File: src/rtl/intc_pkg.sv
// intc_pkg: shared types and constants for the interrupt controller.
//   state_t         : controller service state (IDLE, IRQ_SVC, NMI_SVC).
//   DEF_*           : default handler address constants.
//   INA_NMI/INA_IRQ : encoding of the INA vector-select output.
package intc_pkg;

    typedef enum logic [1:0] {
        IDLE    = 2'd0,
        IRQ_SVC = 2'd1,
        NMI_SVC = 2'd2
    } state_t;

    localparam logic [31:0] DEF_IRQ_BASE   = 32'h0000_0100;
    localparam logic [31:0] DEF_IRQ_STRIDE = 32'h0000_0010;
    localparam logic [31:0] DEF_NMI_VEC    = 32'h0000_0080;

    localparam logic INA_NMI = 1'b0;
    localparam logic INA_IRQ = 1'b1;

endpackage

File: src/rtl/intc_prio_enc.sv
// intc_prio_enc: combinational fixed-priority encoder.
//   elig  in  NUM_IRQ  eligible-source vector
//   found out 1        at least one bit of elig is set
//   idx   out 3        index of the lowest set bit (0 when found = 0)
module intc_prio_enc #(
    parameter int NUM_IRQ = 4
) (
    input  logic [NUM_IRQ-1:0] elig,
    output logic               found,
    output logic [2:0]         idx
);

    // Scan from the top down so the last hit written is the lowest index.
    always_comb begin
        found = 1'b0;
        idx   = 3'd0;
        for (int i = NUM_IRQ - 1; i >= 0; i--) begin
            if (elig[i]) begin
                found = 1'b1;
                idx   = 3'(i);
            end
        end
    end

endmodule

File: src/rtl/interrupt_controller.sv
// interrupt_controller: latches one NMI and NUM_IRQ maskable requests and
// answers the main controller's instruction-boundary poll.
//   Clk, Rst     clock (rising edge) and asynchronous active-high reset
//   irq_req      maskable requests, bit 0 highest priority
//   irq_mask     per-source enable (1 = enabled)
//   NMI          non-maskable request, rising-edge triggered
//   INTD         global maskable disable
//   poll, eret   boundary query and return-from-handler pulses
//   take, INA, irq_id, vector, epc_write   poll answer (combinational)
//   in_service   a handler is active
//   pending      latched maskable requests
//   state_dbg    current service state (intc_pkg::state_t encoding)
// Build option: define INTC_LEVEL_TRIG_EN to make maskable sources
// level-sensitive (pending follows irq_req, no latch, no clear on take).
//
// Handshake: poll is a one-cycle query with no ready side; take answers it
// in the same cycle. A take is committed on the clock edge that ends the
// poll cycle. eret in the same cycle as poll suppresses take.
module interrupt_controller
    import intc_pkg::*;
#(
    parameter int          NUM_IRQ    = 4,
    parameter logic [31:0] IRQ_BASE   = DEF_IRQ_BASE,
    parameter logic [31:0] IRQ_STRIDE = DEF_IRQ_STRIDE,
    parameter logic [31:0] NMI_VEC    = DEF_NMI_VEC
) (
    input  logic               Clk,
    input  logic               Rst,
    input  logic [NUM_IRQ-1:0] irq_req,
    input  logic [NUM_IRQ-1:0] irq_mask,
    input  logic               NMI,
    input  logic               INTD,
    input  logic               poll,
    input  logic               eret,
    output logic               take,
    output logic               INA,
    output logic [2:0]         irq_id,
    output logic [31:0]        vector,
    output logic               epc_write,
    output logic               in_service,
    output logic [NUM_IRQ-1:0] pending,
    output logic [1:0]         state_dbg
);

    state_t               state, state_nxt;
    logic                 nested, nested_nxt;
    logic                 nmi_q, nmi_pend;
    logic [NUM_IRQ-1:0]   pend_v;
    logic [NUM_IRQ-1:0]   elig;
    logic                 found;
    logic [2:0]           win_idx;
    logic                 nmi_elig;
    logic                 take_nmi, take_irq;

    // NMI edge latch; a new edge in the take cycle keeps the bit set.
    always_ff @(posedge Clk or posedge Rst) begin
        if (Rst) begin
            nmi_q    <= 1'b0;
            nmi_pend <= 1'b0;
        end else begin
            nmi_q    <= NMI;
            nmi_pend <= (nmi_pend & ~take_nmi) | (NMI & ~nmi_q);
        end
    end

`ifdef INTC_LEVEL_TRIG_EN
    // Level mode: the handler is responsible for dropping the request.
    assign pend_v = irq_req & {NUM_IRQ{~Rst}};
`else
    logic [NUM_IRQ-1:0] req_q, pend_q, clr_mask;

    assign clr_mask = take_irq ? (NUM_IRQ'(1) << win_idx) : '0;

    always_ff @(posedge Clk or posedge Rst) begin
        if (Rst) begin
            req_q  <= '0;
            pend_q <= '0;
        end else begin
            req_q  <= irq_req;
            // Set after clear: a fresh edge on the winner survives the take.
            pend_q <= (pend_q & ~clr_mask) | (irq_req & ~req_q);
        end
    end

    assign pend_v = pend_q;
`endif

    assign pending = pend_v;

    // Maskable sources only interrupt from IDLE; NMI can pre-empt IRQ_SVC.
    assign elig     = pend_v & irq_mask & {NUM_IRQ{~INTD && (state == IDLE)}};
    assign nmi_elig = nmi_pend && (state != NMI_SVC);

    intc_prio_enc #(.NUM_IRQ(NUM_IRQ)) u_prio (
        .elig  (elig),
        .found (found),
        .idx   (win_idx)
    );

    assign take      = poll & ~eret & (nmi_elig | found);
    assign take_nmi  = take & nmi_elig;
    assign take_irq  = take & ~nmi_elig;
    assign epc_write = take;

    always_comb begin
        INA    = INA_NMI;
        irq_id = 3'd0;
        vector = 32'd0;
        if (take_nmi) begin
            INA    = INA_NMI;
            vector = NMI_VEC;
        end else if (take_irq) begin
            INA    = INA_IRQ;
            irq_id = win_idx;
            vector = IRQ_BASE + 32'(win_idx) * IRQ_STRIDE;
        end
    end

    always_ff @(posedge Clk or posedge Rst) begin
        if (Rst) begin
            state  <= IDLE;
            nested <= 1'b0;
        end else begin
            state  <= state_nxt;
            nested <= nested_nxt;
        end
    end

    // take is never high together with eret, so the branches are exclusive.
    always_comb begin
        state_nxt  = state;
        nested_nxt = nested;
        case (state)
            IDLE: begin
                if (take_nmi) begin
                    state_nxt  = NMI_SVC;
                    nested_nxt = 1'b0;
                end else if (take_irq) begin
                    state_nxt = IRQ_SVC;
                end
            end
            IRQ_SVC: begin
                if (eret) begin
                    state_nxt = IDLE;
                end else if (take_nmi) begin
                    state_nxt  = NMI_SVC;
                    nested_nxt = 1'b1;
                end
            end
            NMI_SVC: begin
                if (eret) begin
                    state_nxt  = nested ? IRQ_SVC : IDLE;
                    nested_nxt = 1'b0;
                end
            end
            default: begin
                state_nxt  = IDLE;
                nested_nxt = 1'b0;
            end
        endcase
    end

    assign in_service = (state != IDLE);
    assign state_dbg  = state;

endmodule

File: config.mk
export PLATFORM = sky130hd
export DESIGN_NAME = interrupt_controller
export DESIGN_NICKNAME = d
export VERILOG_FILES = /design/src/rtl/intc_pkg.sv /design/src/rtl/intc_prio_enc.sv /design/src/rtl/interrupt_controller.sv
export SDC_FILE = /design/constraint.sdc
export NUM_CORES = 1
export LEC_CHECK = 0
export BUFFER_PORTS_ARGS = -buffer_cell sky130_fd_sc_hd__buf_2
export CAP_MARGIN = 40
export CORE_MARGIN = 2
export CORE_UTILIZATION = 42
export CTS_BUF_LIST = sky130_fd_sc_hd__clkbuf_16
export DETAILED_ROUTE_END_ITERATION = 16
export GPL_TIMING_DRIVEN = 0
export PLACE_DENSITY = 0.79
export RECOVER_POWER = 100
export SYNTH_ARGS = -nofsm -noshare
export SYNTH_HDL_FRONTEND = slang
export SYNTH_SLANG_ARGS = --single-unit
File: constraint.sdc
create_clock -name Clk -period 1.65 [get_ports Clk]
set_input_delay 0.0825 -clock Clk [delete_from_list [all_inputs] [get_ports Clk]]
set_output_delay 0.0825 -clock Clk [all_outputs]
set_load 0.02 [all_outputs]
Yosys cells after proc, flatten, opt, wreduce, memory -nomap -nowiden

Cells that the tools add are included.
W data, S select, Z words.

Add/sub/neg operators: 1
Equal/unequal tests: 9
Shifts and indexed selects: 1
Mux-type cells: 27
Bitwise operators: 20
Reductions and logical operators: 6

Operator list:

| cell                   | number |
|---|---|
| $mux W10               | 2 |
| $mux W2                | 9 |
| $and A4 B4 Y4          | 4 |
| $mux W1                | 11 |
| $add A9 B7 Y10 const A | 1 |
| $ne A2 B2 Y1 const B   | 5 |
| $not A4 Y4             | 2 |
| $and A1 B1 Y1          | 6 |
| $mux W3                | 2 |
| $ne A3 B3 Y1 const B   | 2 |
| $pmux W2 S3            | 1 |
| $not A1 Y1             | 5 |
| $mux W4                | 1 |
| $or A4 B4 Y4           | 1 |
| $reduce_and A4 Y1      | 1 |
| $shl A1 B3 Y4 const A  | 1 |
| $pmux W1 S3            | 1 |
| $reduce_and A3 Y1      | 1 |
| $eq A2 B1 Y1 const B   | 1 |
| $eq A2 B2 Y1 const B   | 1 |
| $logic_and A1 B1 Y1    | 2 |
| $logic_not A2 Y1       | 1 |
| $or A1 B1 Y1           | 2 |
| $reduce_bool A2 Y1     | 1 |

Register bits after elaboration: 13
Bits of input ports: 14
Output and inout bits: 45
Word-level logic and storage cells: 70

Depth between registers and ports, before layout

Gate-level depths: netlist of the first run.

Depth after elaboration: 14
Mapped depth: 4
Depth with buffers taken out: 3

By module

A second synthesis of the first run with hierarchy kept.

Cell total of the unflattened synthesis: 108
Area total of the unflattened synthesis: 929.6 µm²

By module, submodules not included:

| module               | times used | cells an instance | area an instance (µm²) | seq. area each (µm²) |
|---|---|---|---|---|
| interrupt_controller | 1          | 99                | 883.3                  | 325.3 |
| intc_prio_enc        | 1          | 9                 | 46.3                   | 0.0 |

Worst setup path after synthesis of the first run

OpenSTA, ideal clock, no wires.

Path kind: reg-to-output
From: register state[0], in the netlist state_dbg[0]
To: output port vector[4]
Arrival: 1.802 ns
Data required time: 1.567 ns
Path slack: -0.234 ns
Stages on the path, launching flop included: 5
Buffers on the path: 1
Cells stage by stage: dfrtp_1 > nor3_4 > o211ai_2 > nor3_1 > buf_4

Word-level cells in the longest chain between the ends: 12
Elaborated cells between the ends (all ways): 21
Those cells by class: add/sub: 1; eq/ne: 1; mux: 10; bitwise: 6; reduce/logical: 3

RTL lines:

| element                                                                 | line                        | text |
|---|---|---|
| from (decl)                                                             | interrupt_controller.sv:45  | `state_t state, state_nxt;` |
| from (signal assigned)                                                  | interrupt_controller.sv:124 | `state <= state_nxt;` |
| parallel branches: the longest is 11 deep, another holds $add A9 B7 Y10 | --                          |  |
| $mux W10 (*)                                                            | interrupt_controller.sv:109 | `if (take_nmi) begin` |
| to (decl)                                                               | interrupt_controller.sv:38  | `output logic [31:0] vector,` |

Every way passes the cells marked *.

Worst setup path in the final report of the first run

From: register nmi_pend
To: output port vector[5]

Word-level cells in the longest chain between the ends: 6
Elaborated cells between the ends (all ways): 8
Those cells by class: mux: 2; bitwise: 5; reduce/logical: 1

RTL lines:

| element                 | line                        | text |
|---|---|---|
| from (decl)             | interrupt_controller.sv:47  | `logic nmi_q, nmi_pend;` |
| from (signal assigned)  | interrupt_controller.sv:62  | `nmi_pend <= (nmi_pend & ~take_nmi) \| (NMI & ~nmi_q);` |
| $logic_and A1 B1 Y1 (*) | interrupt_controller.sv:92  | `assign nmi_elig = nmi_pend && (state != NMI_SVC);` |
| $or A1 B1 Y1            | interrupt_controller.sv:100 | `assign take = poll & ~eret & (nmi_elig \| found);` |
| $and A1 B1 Y1           | interrupt_controller.sv:100 |  |
| $and A1 B1 Y1           | interrupt_controller.sv:102 | `assign take_irq = take & ~nmi_elig;` |
| $mux W10                | interrupt_controller.sv:112 | `end else if (take_irq) begin` |
| $mux W10 (*)            | interrupt_controller.sv:109 |  |

Every way passes the cells marked *; elsewhere a longest branch is shown, timed or not.

==> flow_metrics.tcl, run 1 <==
set metrics [dict create \
    outcome "finished clean" \
    cts.reportedPaths.clkPinSlew_ns 0.05 \
    grt_first_pass_wirelength_microns 3077 \
    cpPeakStageDelay_ns 0.42 \
    portBuffers 29 \
    yosys-top-cells-count "sky130_fd_sc_hd__buf_4, sky130_fd_sc_hd__dfrtp_1, sky130_fd_sc_hd__inv_1" \
    instances_no_fill 206 \
    final.period_utilization 0.9843 \
    ys_types 30 \
    die_area_sq_um 2596 \
    wl_microns 2125 \
    average_cell_area_after_synthesis_sq_um 9.259 \
    grt_usage 0.1501 \
    ios 59 \
    finalNetCount 194 \
    final_hold_viol_count 0 \
    yosys_most_used_dff "sky130_fd_sc_hd__dfrtp_1" \
    flip_flop_and_latch_count_after_synthesis 13 \
    post-dp-hpwl_microns 1411 \
    p_leak_nw 0.8309 \
    worstHoldStart "eret" \
    max_capacitance_violation_total 0 \
    cts_root_buffer "sky130_fd_sc_hd__clkbuf_16" \
    synth.top_cells.by_area "sky130_fd_sc_hd__dfrtp_1, sky130_fd_sc_hd__buf_4, sky130_fd_sc_hd__a22o_1" \
    min_path_cells 2 \
    maximum_number_of_pins_on_one_net_before_global_route_repair 14 \
    grt_antenna_before_repair 0 \
    timing.critical_path.fanout_max 4 \
    placedInstanceArea_sq_um 1221 \
    pwr_density_cell_nw_per_um2 773.7 \
    antennaDiodeCount 0 \
    post_synth_top_area_share 0.3514 \
    yosys_warnings 0 \
    starting_drt_drc_count 17 \
    fin_total_pwr_mw 1.153 \
    synth.yosys.seq_area_share 0.3514 \
    period_minus_slack_ns 1.624 \
    cpMaxStageDelayCell "sky130_fd_sc_hd__dfrtp_2" \
    vdd_drop_max_uv 679.6 \
    route.detailed.drc 0 \
    routabilityCongestion 0.7473 \
    nFillCells 152 \
    clk-insertion-delay-late_ns 0.24 \
    worst_setup_path_end_kind "output pin" \
    die_height_microns 50.95 \
    destination_of_the_worst_hold_path "state_dbg[1]" \
    floorplan.core_area_sq_um 2022 \
    fin_util 0.7370 \
    worst-setup-path-type "reg -> out" \
    final_antenna_net_count 0 \
    r2r_cells 5 \
    max_clock_freq_mhz 615.8 \
    grt.overflow.total 0 \
    vias_per_cell 4.243 \
    yosys.cell_count.top_type "sky130_fd_sc_hd__buf_4" \
    tritoncts "yes" \
    multi_input_comb_area_sq_um 465.4 \
    syn_to_final_growth_pct 60.95 \
    tritoncts.num_buffers 3 \
    area_taken_by_flip_flops_and_latches_sq_um 330.3 \
    crit_arrival_ns 1.54 \
    synth_async_sr_flop_share 1.000 \
    number_of_vias_in_the_routed_layout 874 \
    synth_edf_count 0 \
    synth_area_sq_um 925.9 \
    rr_startpoint "state_dbg[1]" \
    clkSinkCount 13 \
    drive_above_1_share 0.4972 \
    placed_insts 184 \
    floorplan.initialDensity 0.4579 \
    synth_area_leader_cell "sky130_fd_sc_hd__dfrtp_1" \
    cp_cell_sequence "nor3b_4 > buf_4 > and4_4 > buf_4 > buf_4" \
    finalSetupViolations 0 \
    r2r_setup_slack_ns 0.26 \
    first_global_vias 733 \
    path_common_cell "sky130_fd_sc_hd__buf_4" \
    critical_path.reg2reg.endpoint "nested" \
    fin_tns_setup_ns 0 \
    crit_path_start_kind "register" \
    drt_pass1_iterations 4 \
    timing.hold.worst.class "in -> reg" \
    post_drt_wl_per_cell_microns 10.32 \
    rows 16 \
    floorplan.die.width_microns 50.95 \
    cts-root-to-sink-buffers 2 \
    finClkSkew_ns 0.002472 \
    non_filler_cell_area_final_sq_um 1490 \
    htree_levels 1 \
    report.final.slew_viol_count 0 \
    required_time_worst_endpoint_ns 1.57 \
    postSynthCellCount 100 \
]
==> per-layer routing <==
metal | part of all wire | wire [microns] | global-route usage | vias up
met3 | 0.092 | 195 | 0.03801 | 2
met1 | 0.42 | 894 | 0.1875 | 386
met5 | 0 | 0 | 0 | -
met2 | 0.48 | 1026 | 0.2684 | 50
li1 | - | - | - | 436
met4 | 0.0038 | 8 | 0.01351 | 0
==> final cells by class <==
type | instances | share of cell area
tap | 27 | 0.02267
clock inverter | 1 | 0.003359
multi-input combinational | 73 | 0.3123
timing repair buffer | 48 | 0.2032
sequential | 13 | 0.2217
buffer | 33 | 0.1662
inverter | 8 | 0.02015
clock buffer | 3 | 0.05038
==> cell usage in the layout (no fill, tap or decap), types with 2 or more instances in the layout <==
cell / instances
sky130_fd_sc_hd__nor2_1: 3
sky130_fd_sc_hd__conb_1: 29
sky130_fd_sc_hd__inv_1: 7
sky130_fd_sc_hd__dfrtp_2: 4
sky130_fd_sc_hd__a22o_1: 4
sky130_fd_sc_hd__dfrtp_1: 9
sky130_fd_sc_hd__nand3_1: 2
sky130_fd_sc_hd__o21ai_0: 2
sky130_fd_sc_hd__buf_2: 20
sky130_fd_sc_hd__nor2b_1: 2
sky130_fd_sc_hd__buf_4: 47
sky130_fd_sc_hd__nand2b_1: 2
sky130_fd_sc_hd__dlygate4sd3_1: 6
sky130_fd_sc_hd__nor3_4: 2
sky130_fd_sc_hd__clkbuf_1: 7
sky130_fd_sc_hd__nand3b_1: 2
sky130_fd_sc_hd__nand2_1: 5
sky130_fd_sc_hd__clkbuf_16: 3
sky130_fd_sc_hd__a21oi_1: 2
==> worst max-delay path by stage <==
stage | start | to | slack, ns | cells past startpoint
2_1_floorplan | state_dbg[0] | vector[4] | 0.06 | 4
5_1_grt | nmi_pend | vector[5] | -0.02 | 5
4_1_cts | pending[0] | vector[8] | 0.001 | 5
3_3_place_gp | state_dbg[0] | vector[4] | 0.09 | 5
3_5_place_dp | state_dbg[0] | vector[4] | 0.09 | 5
6_report | nmi_pend | vector[5] | 0.03 | 5
==> worst max-delay path: cells and delay by family, from the launching register on <==
family | cells | cell delay [ns]
simple gates | 2 | 0.49
flops | 1 | 0.42
buf+inv | 3 | 0.39
==> power by group <==
part | leakage (nW) | internal (mW) | switching (mW)
registers | 0.141 | 0.341 | 0.0168
logic | 0.649 | 0.157 | 0.187
clock network | 0.0409 | 0.322 | 0.129
total | 0.831 | 0.820 | 0.333
==> timing repair <==
item	CTS	global route
resized for setup	4	11
cloned	0	0
setup buffers	8	5
endpoints found under the setup margin	5	5
pin swaps	3	6
hold buffers	6	0
hold endpoints to repair	18	0
==> stage by stage <==
step	worst slack [ns]	hold WS, ns
3_5_place_dp	0.08521	0.1331
5_1_grt	-0.01517	0.1093
4_1_cts	0.001190	0.09947
3_3_place_gp	0.08727	0.1201
6_report	0.02598	0.1003
2_1_floorplan	0.05524	-0.04054
==> cell families (layout without fill, tap and decap cells) <==
kind of cell | after synthesis | after routing | synth area share
DFF | 13 | 13 | 0.3513
buffers and inverters | 42 | 93 | 0.3081
AOI/OAI and AO/OA | 20 | 20 | 0.1716
and+or+nand+nor | 24 | 24 | 0.1649
other | 1 | 29 | 0.004050
==> state kept, by name, summed over array words and instances, names as in the netlist <==
signal and count:
req_q 4, state_dbg 2, nested 1, nmi_q 1, nmi_pend 1, pending 4
(Power assumes the default switching activity.)
==> inputs of run 2 (changes only) <==
- CORE_UTILIZATION: 42 -> 41
- PLACE_DENSITY: 0.79 -> 0.78
==> run 2 against run 1 <==
Clock power about the same. Global-route usage up 0.55 points. Fmax up 0.42%. Count of clock-buffer cells in the layout unchanged. Clock skew up 0.00092 ns. Worst setup slack better by 0.0068 ns. Critical path depth up 1. Wire length up 3.2%. Sequential power about the same. Cell area up 2.1%. Critical path type unchanged.
==> flow_metrics.tcl, run 2 (synthesized netlist as in run 1, its figures left out) <==
set metrics [dict create \
    grt_usage 0.1556 \
    outcome "finished clean" \
    max_clock_freq_mhz 618.4 \
    crit_arrival_ns 1.53 \
    tritoncts "yes" \
    final_hold_viol_count 0 \
    maximum_number_of_pins_on_one_net_before_global_route_repair 14 \
    htree_levels 1 \
    post_drt_wl_per_cell_microns 10.44 \
    required_time_worst_endpoint_ns 1.57 \
    placed_insts 185 \
    routabilityCongestion 0.7920 \
    grt_use_met3 0.03161 \
    route.detailed.drc 0 \
    finalSetupViolations 0 \
    rows 17 \
    clk-insertion-delay-late_ns 0.24 \
    layout.cells.most_common "sky130_fd_sc_hd__buf_4" \
    drt_pass1_iterations 4 \
    tritoncts.num_buffers 3 \
    syn_to_final_growth_pct 64.32 \
    grt_first_pass_wirelength_microns 3111 \
    drive_above_1_share 0.4835 \
    antennaDiodeCount 0 \
    finClkSkew_ns 0.003392 \
    final_antenna_net_count 0 \
    grt_most_used_layer "met2" \
    groute.layer.met1.usage 0.1905 \
    vias_per_cell 4.157 \
    worst-setup-path-type "reg -> out" \
    floorplan.initialDensity 0.4268 \
    report.final.slew_viol_count 0 \
    max-slew-margin-rel 0.6647 \
    post-dp-hpwl_microns 1434 \
    number_of_vias_in_the_routed_layout 873 \
    starting_drt_drc_count 13 \
    vdd_drop_max_uv 743.1 \
    final.period_utilization 0.9801 \
    rsz_0062_raised_after_global_routing "true" \
    floorplan.die.width_microns 51.52 \
    grt_antenna_before_repair 0 \
    ios 59 \
    period_minus_slack_ns 1.617 \
    max_capacitance_violation_total 0 \
    gr-usage-met2 0.2671 \
    nFillCells 190 \
    crit_path_start_kind "register" \
    finalNetCount 197 \
    wl_microns 2192 \
    cts_root_buffer "sky130_fd_sc_hd__clkbuf_16" \
    timing_worst_slew_pin_value_ns 0.5023 \
    cts-root-to-sink-buffers 2 \
    fin_total_pwr_mw 1.159 \
    floorplan.core_area_sq_um 2170 \
    timing.hold.worst.class "in -> reg" \
    worst_setup_path_end_kind "output pin" \
    timing.critical_path.fanout_max 6 \
    instances_no_fill 210 \
    most-common-layout-cells "sky130_fd_sc_hd__buf_4, sky130_fd_sc_hd__conb_1, sky130_fd_sc_hd__buf_2, sky130_fd_sc_hd__dfrtp_1, sky130_fd_sc_hd__inv_1" \
    p_leak_nw 0.8480 \
    die_area_sq_um 2654 \
    cts.reportedPaths.clkPinSlew_ns 0.05 \
    die_height_microns 51.52 \
    clkSinkCount 13 \
    portBuffers 29 \
    first_global_vias 757 \
    pwr_density_cell_nw_per_um2 761.6 \
    grt.overflow.total 0 \
]
-- run 2: worst paths after layout --
kind / startpoint / to / slack [ns] / cells past startpoint
min: eret / state_dbg[1] / 0.11 / 2
min reg2reg: req_q[2] / pending[2] / 0.55 / 2
max: state_dbg[0] / vector[4] / 0.03 / 6
max reg2reg: nmi_pend / pending[1] / 0.22 / 6
min in group asynchronous: Rst / pending[2] / 0.42 / 3
max in group asynchronous: Rst / nmi_pend / 0.86 / 3
-- run 2: critical path, cell delays in order, from the launching register on --
cell,delay (ns)
sky130_fd_sc_hd__dfrtp_2,0.45
sky130_fd_sc_hd__nor3_4,0.25
sky130_fd_sc_hd__buf_6,0.14
sky130_fd_sc_hd__nand2_4,0.04
sky130_fd_sc_hd__nor3_4,0.18
sky130_fd_sc_hd__buf_4,0.13
sky130_fd_sc_hd__buf_6,0.10
-- run 2: final cells by class --
cell class / count / area [sq um] / area share
buffer: 34 / 259.0 / 0.1702
tap: 28 / 35.03 / 0.02303
inverter: 8 / 30.03 / 0.01974
clock inverter: 1 / 3.754 / 0.002467
clock buffer: 3 / 75.07 / 0.04934
sequential: 13 / 329.1 / 0.2163
multi-input combinational: 73 / 464.2 / 0.3051
timing repair buffer: 50 / 325.3 / 0.2138
-- run 2: metal layers --
metal / vias up / wire length (microns)
li1: 447 / -
met3: 2 / 157
met5: - / 0
met1: 390 / 869
met4: 0 / 4
met2: 34 / 1161
-- run 2: where the power goes --
group          total (mW)  internal [mW]  switching (mW)
Combinational       0.351          0.161           0.190
Sequential          0.358          0.340          0.0181
Clock               0.449          0.319           0.130
Total                1.16          0.821           0.338
-- run 2: timing repair --
| action | in CTS | in global routing |
|---|---|---|
| endpoints found under the setup margin | 4 | 5 |
| endpoints found under the hold margin | 18 | 0 |
| resized for setup | 3 | 14 |
| hold buffers | 6 | 0 |
| setup buffers | 9 | 6 |
| pin swaps | 3 | 6 |
-- run 2: metrics by stage --
step	setup WS, ns	util	setup TNS (ns)	cell area [sq um]	hold slack, ns
5_1_grt	-0.05388	0.7013	-0.1448	1521	0.1201
2_1_floorplan	0.05524	-	0	1042	-0.04054
3_5_place_dp	0.07426	0.5634	0	1222	0.1396
6_report	0.03282	0.7013	0	1521	0.1053
4_1_cts	0.003283	0.6626	0	1438	0.1053
3_3_place_gp	0.07931	0.5634	0	1222	0.1207
